===== config.mk =====
export PLATFORM = sky130hd
export DESIGN_NAME = packed_pattern_gen
export DESIGN_NICKNAME = d
export VERILOG_FILES = /design/src/rtl/packed_pattern_gen.sv
export SDC_FILE = /design/constraint.sdc
export NUM_CORES = 1
export LEC_CHECK = 0
export ABC_AREA = 1
export CAP_MARGIN = 15
export CORE_MARGIN = 3
export CORE_UTILIZATION = 52
export DETAILED_ROUTE_END_ITERATION = 12
export MAX_ROUTING_LAYER = met4
export PLACE_DENSITY = 0.81
export REMOVE_ABC_BUFFERS = 1
export SLEW_MARGIN = 20
export SYNTH_ARGS = -nofsm -noshare
export SYNTH_HDL_FRONTEND = slang
export SYNTH_SLANG_ARGS = --single-unit

===== constraint.sdc =====
create_clock -name clk -period 3.2 [get_ports clk]
set_input_delay 0.8 -clock clk [delete_from_list [all_inputs] [get_ports clk]]
set_output_delay 0.8 -clock clk [all_outputs]
set_load 0.05 [all_outputs]

===== src/rtl/packed_pattern_gen.sv =====
// Streams packed DIM_A x DIM_B x ELEMW frames (constant, counting, walking-one or LFSR)
// over a valid/ready handshake, optionally stopping after NFRAMES accepted beats.
module packed_pattern_gen #(
    parameter int DIM_A   = 3,
    parameter int DIM_B   = 2,
    parameter int ELEMW   = 3,
    parameter int NFRAMES = 0,
    parameter logic [DIM_A*DIM_B*ELEMW-1:0] LFSR_TAPS = 'h20400
) (
    input  logic                                   clk,
    input  logic                                   rst,
    input  logic                                   start,
    input  logic                                   stop,
    input  logic [1:0]                             mode,
    input  logic [DIM_A*DIM_B*ELEMW-1:0]           seed,
    output logic                                   out_valid,
    input  logic                                   out_ready,
    output logic [DIM_A-1:0][DIM_B-1:0][ELEMW-1:0] frame,
    output logic signed [31:0]                     frame_cnt,
    output logic                                   busy,
    output logic                                   done
);
    localparam int W = DIM_A * DIM_B * ELEMW;
    localparam logic [W-1:0] ONE = W'(1);
    localparam logic [1:0] M_CONST = 2'd0;
    localparam logic [1:0] M_COUNT = 2'd1;
    localparam logic [1:0] M_WALK  = 2'd2;
    localparam logic [1:0] M_LFSR  = 2'd3;
    localparam logic signed [31:0] CNT_MAX = 32'sh7FFF_FFFF;

    typedef enum logic [1:0] {S_IDLE, S_RUN, S_DONE} state_t;

    state_t             r_state;
    state_t             w_next;
    logic [1:0]         r_mode;
    logic [W-1:0]       r_frame;
    logic signed [31:0] r_cnt;
    logic               r_valid;
    logic               r_busy;
    logic               r_done;
    logic               w_beat;
    logic               w_limit;
    logic signed [31:0] w_cnt_inc;

    function automatic logic signed [31:0] sat_inc(input logic signed [31:0] c);
        return (c == CNT_MAX) ? c : c + 32'sd1;
    endfunction

    function automatic logic [W-1:0] first_pattern(input logic [1:0] m, input logic [W-1:0] s);
        case (m)
            M_WALK:  return ONE;
            M_LFSR:  return (s == '0) ? ONE : s;
            default: return s;
        endcase
    endfunction

    function automatic logic [W-1:0] next_pattern(input logic [1:0] m, input logic [W-1:0] f);
        case (m)
            M_COUNT: return f + ONE;
            M_WALK:  return {f[W-2:0], f[W-1]};
            M_LFSR:  return f[0] ? ((f >> 1) ^ LFSR_TAPS) : (f >> 1);
            default: return f;
        endcase
    endfunction

    always_comb begin
        w_beat    = r_valid & out_ready;
        w_cnt_inc = sat_inc(r_cnt);
        w_limit   = (NFRAMES != 0) && w_beat && (w_cnt_inc == NFRAMES);
        w_next    = r_state;
        case (r_state)
            S_IDLE:  if (start) w_next = S_RUN;
            S_RUN:   if (stop || w_limit) w_next = S_DONE;
            S_DONE:  w_next = S_IDLE;
            default: w_next = S_IDLE;
        endcase
    end

    always_ff @(posedge clk) begin
        if (rst) begin
            r_state <= S_IDLE;
            r_mode  <= M_CONST;
            r_frame <= '0;
            r_cnt   <= '0;
            r_valid <= 1'b0;
            r_busy  <= 1'b0;
            r_done  <= 1'b0;
        end else begin
            r_state <= w_next;
            r_valid <= (w_next == S_RUN);
            r_busy  <= (w_next == S_RUN);
            r_done  <= (w_next == S_DONE);
            if (r_state == S_IDLE && start) begin
                r_mode  <= mode;
                r_cnt   <= '0;
                r_frame <= first_pattern(mode, seed);
            end else if (r_state == S_RUN && w_beat) begin
                r_cnt <= w_cnt_inc;
                // Ending beats (limit or stop) leave the last accepted pattern on frame.
                if (w_next == S_RUN) r_frame <= next_pattern(r_mode, r_frame);
            end
        end
    end

    assign out_valid = r_valid;
    assign frame     = r_frame;
    assign frame_cnt = r_cnt;
    assign busy      = r_busy;
    assign done      = r_done;
endmodule

==> qor.yml <==
synth_top_area_cell: "dfxtp_1"
fin_crit_ns: 2.50
critPathCaptureType: "output pin"
cts.sinks: 56
post-cts-setup-buffer-count: 0
antenna_left: 0
cts_buffers: 5
hold_path_depth: 2
crit_type: "reg2out"
start_util: 0.538
diodes: 0
area_delta_synth_final_pct: 22.3
synthFlopType: "dfxtp_1"
startpoint_type: "register"
synthTopCellsByCount: "nand2_1 (213), nor2_1 (85), inv_1 (57)"
maxCapViolations: 0
critical_path.max_stage_delay_ns: 0.87
overflow: 0
cts_tree: "yes"
slew_viol_final: 0
rows: 31
ir_worst_vdd_uv: 188
syn_area_um2: 3930
synth_area_per_cell_um2: 6.05
nNetsFinal: 743
synth_most_common_cell: "nand2_1"
grt_pass1_vias: 4174
synthCells: 649
drt-total-wl_um: 11800
regToRegStartpoint: "frame_cnt[0]$_SDFFE_PP0P_"
die_h_um: 92.9
cp_top_family: "buffers and inverters"
hold_viol_final: 0
first_iter_violations: 225
setup_viol: 0
clk_pin_slew_ns: 0.10
tightestPinTransition_ns: 0.556
hold_buffers: 0
design_area_um2: 4800
ys_ff_latch: 56
r2r_cells: 10
rrSetupSlack_ns: 0.93
ys_seq_area_frac: 0.286
run_status: "finished, final reports clean"
die_x_um: 92.9
crit_chain: "clkdlybuf4s50_1"
root_buffer: "clkbuf_8"
intPower_mw: 0.975
dpl-instance-area_um2: 4720
clkPwrFrac: 0.266
cp.depth: 1
power.leakage_nw: 1.71
synthTopCellsByArea: "dfxtp_1 (29%), nand2_1 (20%), nor2_1 (8.1%)"
rsz0062_at_grt: "false"
path_max_fanout: 8
htreeDepth: 2
cts-resized-gates: 0
clockBufferDepth: 2
yosys_warnings: 0
required_ns: 2.40
arrival_ns: 1.70
grt_max_degree: 31
post_drt_wl_per_cell_um: 14.5
fmax_mhz: 399
grt_antenna_before_repair: 0
globalplace.congestion: 0.998
grt_first_pass_wirelength_um: 19400
avgViaCountPerCell: 5.58
drive_gt1_frac: 0.0559
pin_count: 78
grt.total_usage: 0.283
crit_slowest_cell: "clkdlybuf4s50_1"
startpoint: "frame[5]$_SDFFE_PP0P_"
drc: 0
fin_skew_ns: 0.00907
setup_tns_ns: 0
num_vias: 4545
die-area_um2: 8630
power.density_cell_area_nw_per_um2: 303
worstSkewPairLatency_ns: 0.31
p_sw_mw: 0.480
comb_power_share: 0.217
coreArea_um2: 7290
hpwl_um: 9070
swShare: 0.330
crit_buf_inv: 1
relSlewSlack: 0.628
fin_util: 0.659
async_flop_share: 0
timing.rr.end: "frame_cnt[25]$_SDFFE_PP0P_"
power_frac_seq: 0.517
dr.pass1.iters: 5
ys_types: 35
port_buffers: 77
synth_top_cell_area_share: 0.286
worstSetupEndpoint: "frame[5]"
synth_edf_count: 0
hold_class: "reg2reg"
fin_crit_sh: 0.783
## worst register-to-register path: cells and delay by family, from the launching register on
family | cells | cell delay (ns)
AND/OR/NAND/NOR | 6 | 0.99
buffers and inverters | 2 | 0.41
flip-flops | 1 | 0.41
adder cells (fa/ha/maj) | 1 | 0.27
AO/OA/AOI/OAI | 1 | 0.07
## state kept, by name, summed over array words and instances (netlist names)
signal	cells
done	1
frame_cnt	32
r_mode	2
busy	1
r_state	2
frame	18
## power groups by stage
stage,Combinational (mW),Sequential (mW),Clock (mW)
floorplan,0.127,0.821,0
global placement,0.310,0.766,0
detailed placement,0.312,0.766,0
CTS,0.313,0.750,0.398
global route,0.342,0.754,0.419
finish,0.316,0.751,0.387
## cells by family after synthesis
group,after synthesis,synth area share
AO/OA/AOI/OAI,119,0.177
XOR/XNOR,20,0.0446
adder cells (fa/ha/maj),2,0.00637
buffers and inverters,85,0.0940
flip-flops,56,0.286
AND/OR/NAND/NOR,367,0.392
## final cells by class
class,instances,area [µm²]
clock inverters,2,12.5
well taps,99,124
inverters,64,240
clock buffers,5,68.8
multi-input cells,508,2440
flip-flops and latches,56,1120
repair buffers,81,801
fillers,707,2490
## worst min path at each step
| stage | startpoint | endpoint | slack [ns] |
|---|---|---|---|
| final | frame_cnt[26]$_SDFFE_PP0P_ | frame_cnt[26]$_SDFFE_PP0P_ | 0.51 |
| after detailed placement | frame_cnt[26]$_SDFFE_PP0P_ | frame_cnt[26]$_SDFFE_PP0P_ | 0.50 |
| after global placement | frame_cnt[26]$_SDFFE_PP0P_ | frame_cnt[26]$_SDFFE_PP0P_ | 0.49 |
| after CTS | frame_cnt[26]$_SDFFE_PP0P_ | frame_cnt[26]$_SDFFE_PP0P_ | 0.51 |
| after floorplan | r_mode[0]$_SDFFE_PP0P_ | r_mode[0]$_SDFFE_PP0P_ | 0.48 |
| after global routing | frame_cnt[1]$_SDFFE_PP0P_ | frame_cnt[1]$_SDFFE_PP0P_ | 0.55 |
## metal layers
metal  up-vias  global-route usage  wire, µm  share of wire
li1       2240                   -         -              -
met2       218               0.506      5890           0.50
met1      2056               0.321      4760           0.40
met3        31              0.0333       774          0.066
met5         -                   -         0              0
met4         0               0.114       367          0.031
## placed cells by master, fill, tap and decap left out, types with 2 or more instances in the layout
master           synthesis  routed
nor2_4                   3       3
inv_1                   57      57
o21ai_0                 35      35
nand2_4                  2       2
buf_4                    3       4
dfxtp_1                 56      56
o21ai_1                  3       3
o211ai_1                11      11
a21oi_1                 42      42
a211oi_1                 3       3
nand2_1                213     213
a21oi_2                 10      10
nand2_2                  4       4
nand3_1                 36      36
xnor2_1                 10      10
xor2_1                  10      10
inv_2                    6       6
ha_1                     2       2
nor2_2                   3       3
clkdlybuf4s50_1          0      77
nor2_1                  85      85
nor3_1                   5       5
nand4_1                 10      10
clkbuf_8                 0       5
o22ai_1                 10      10
nand3b_1                 5       5
## through the flow
step | total power, mW | setup slack, ns | hold slack (ns) | std cells
after detailed placement | 1.08 | 0.542 | 0.498 | 808
after floorplan | 0.948 | 0.959 | 0.481 | 628
after global placement | 1.08 | 0.600 | 0.489 | 808
after global routing | 1.52 | 0.662 | 0.554 | 815
after CTS | 1.46 | 0.717 | 0.514 | 815
final | 1.45 | 0.695 | 0.510 | 815
No activity file was read; power rests on OpenSTA's default activity.
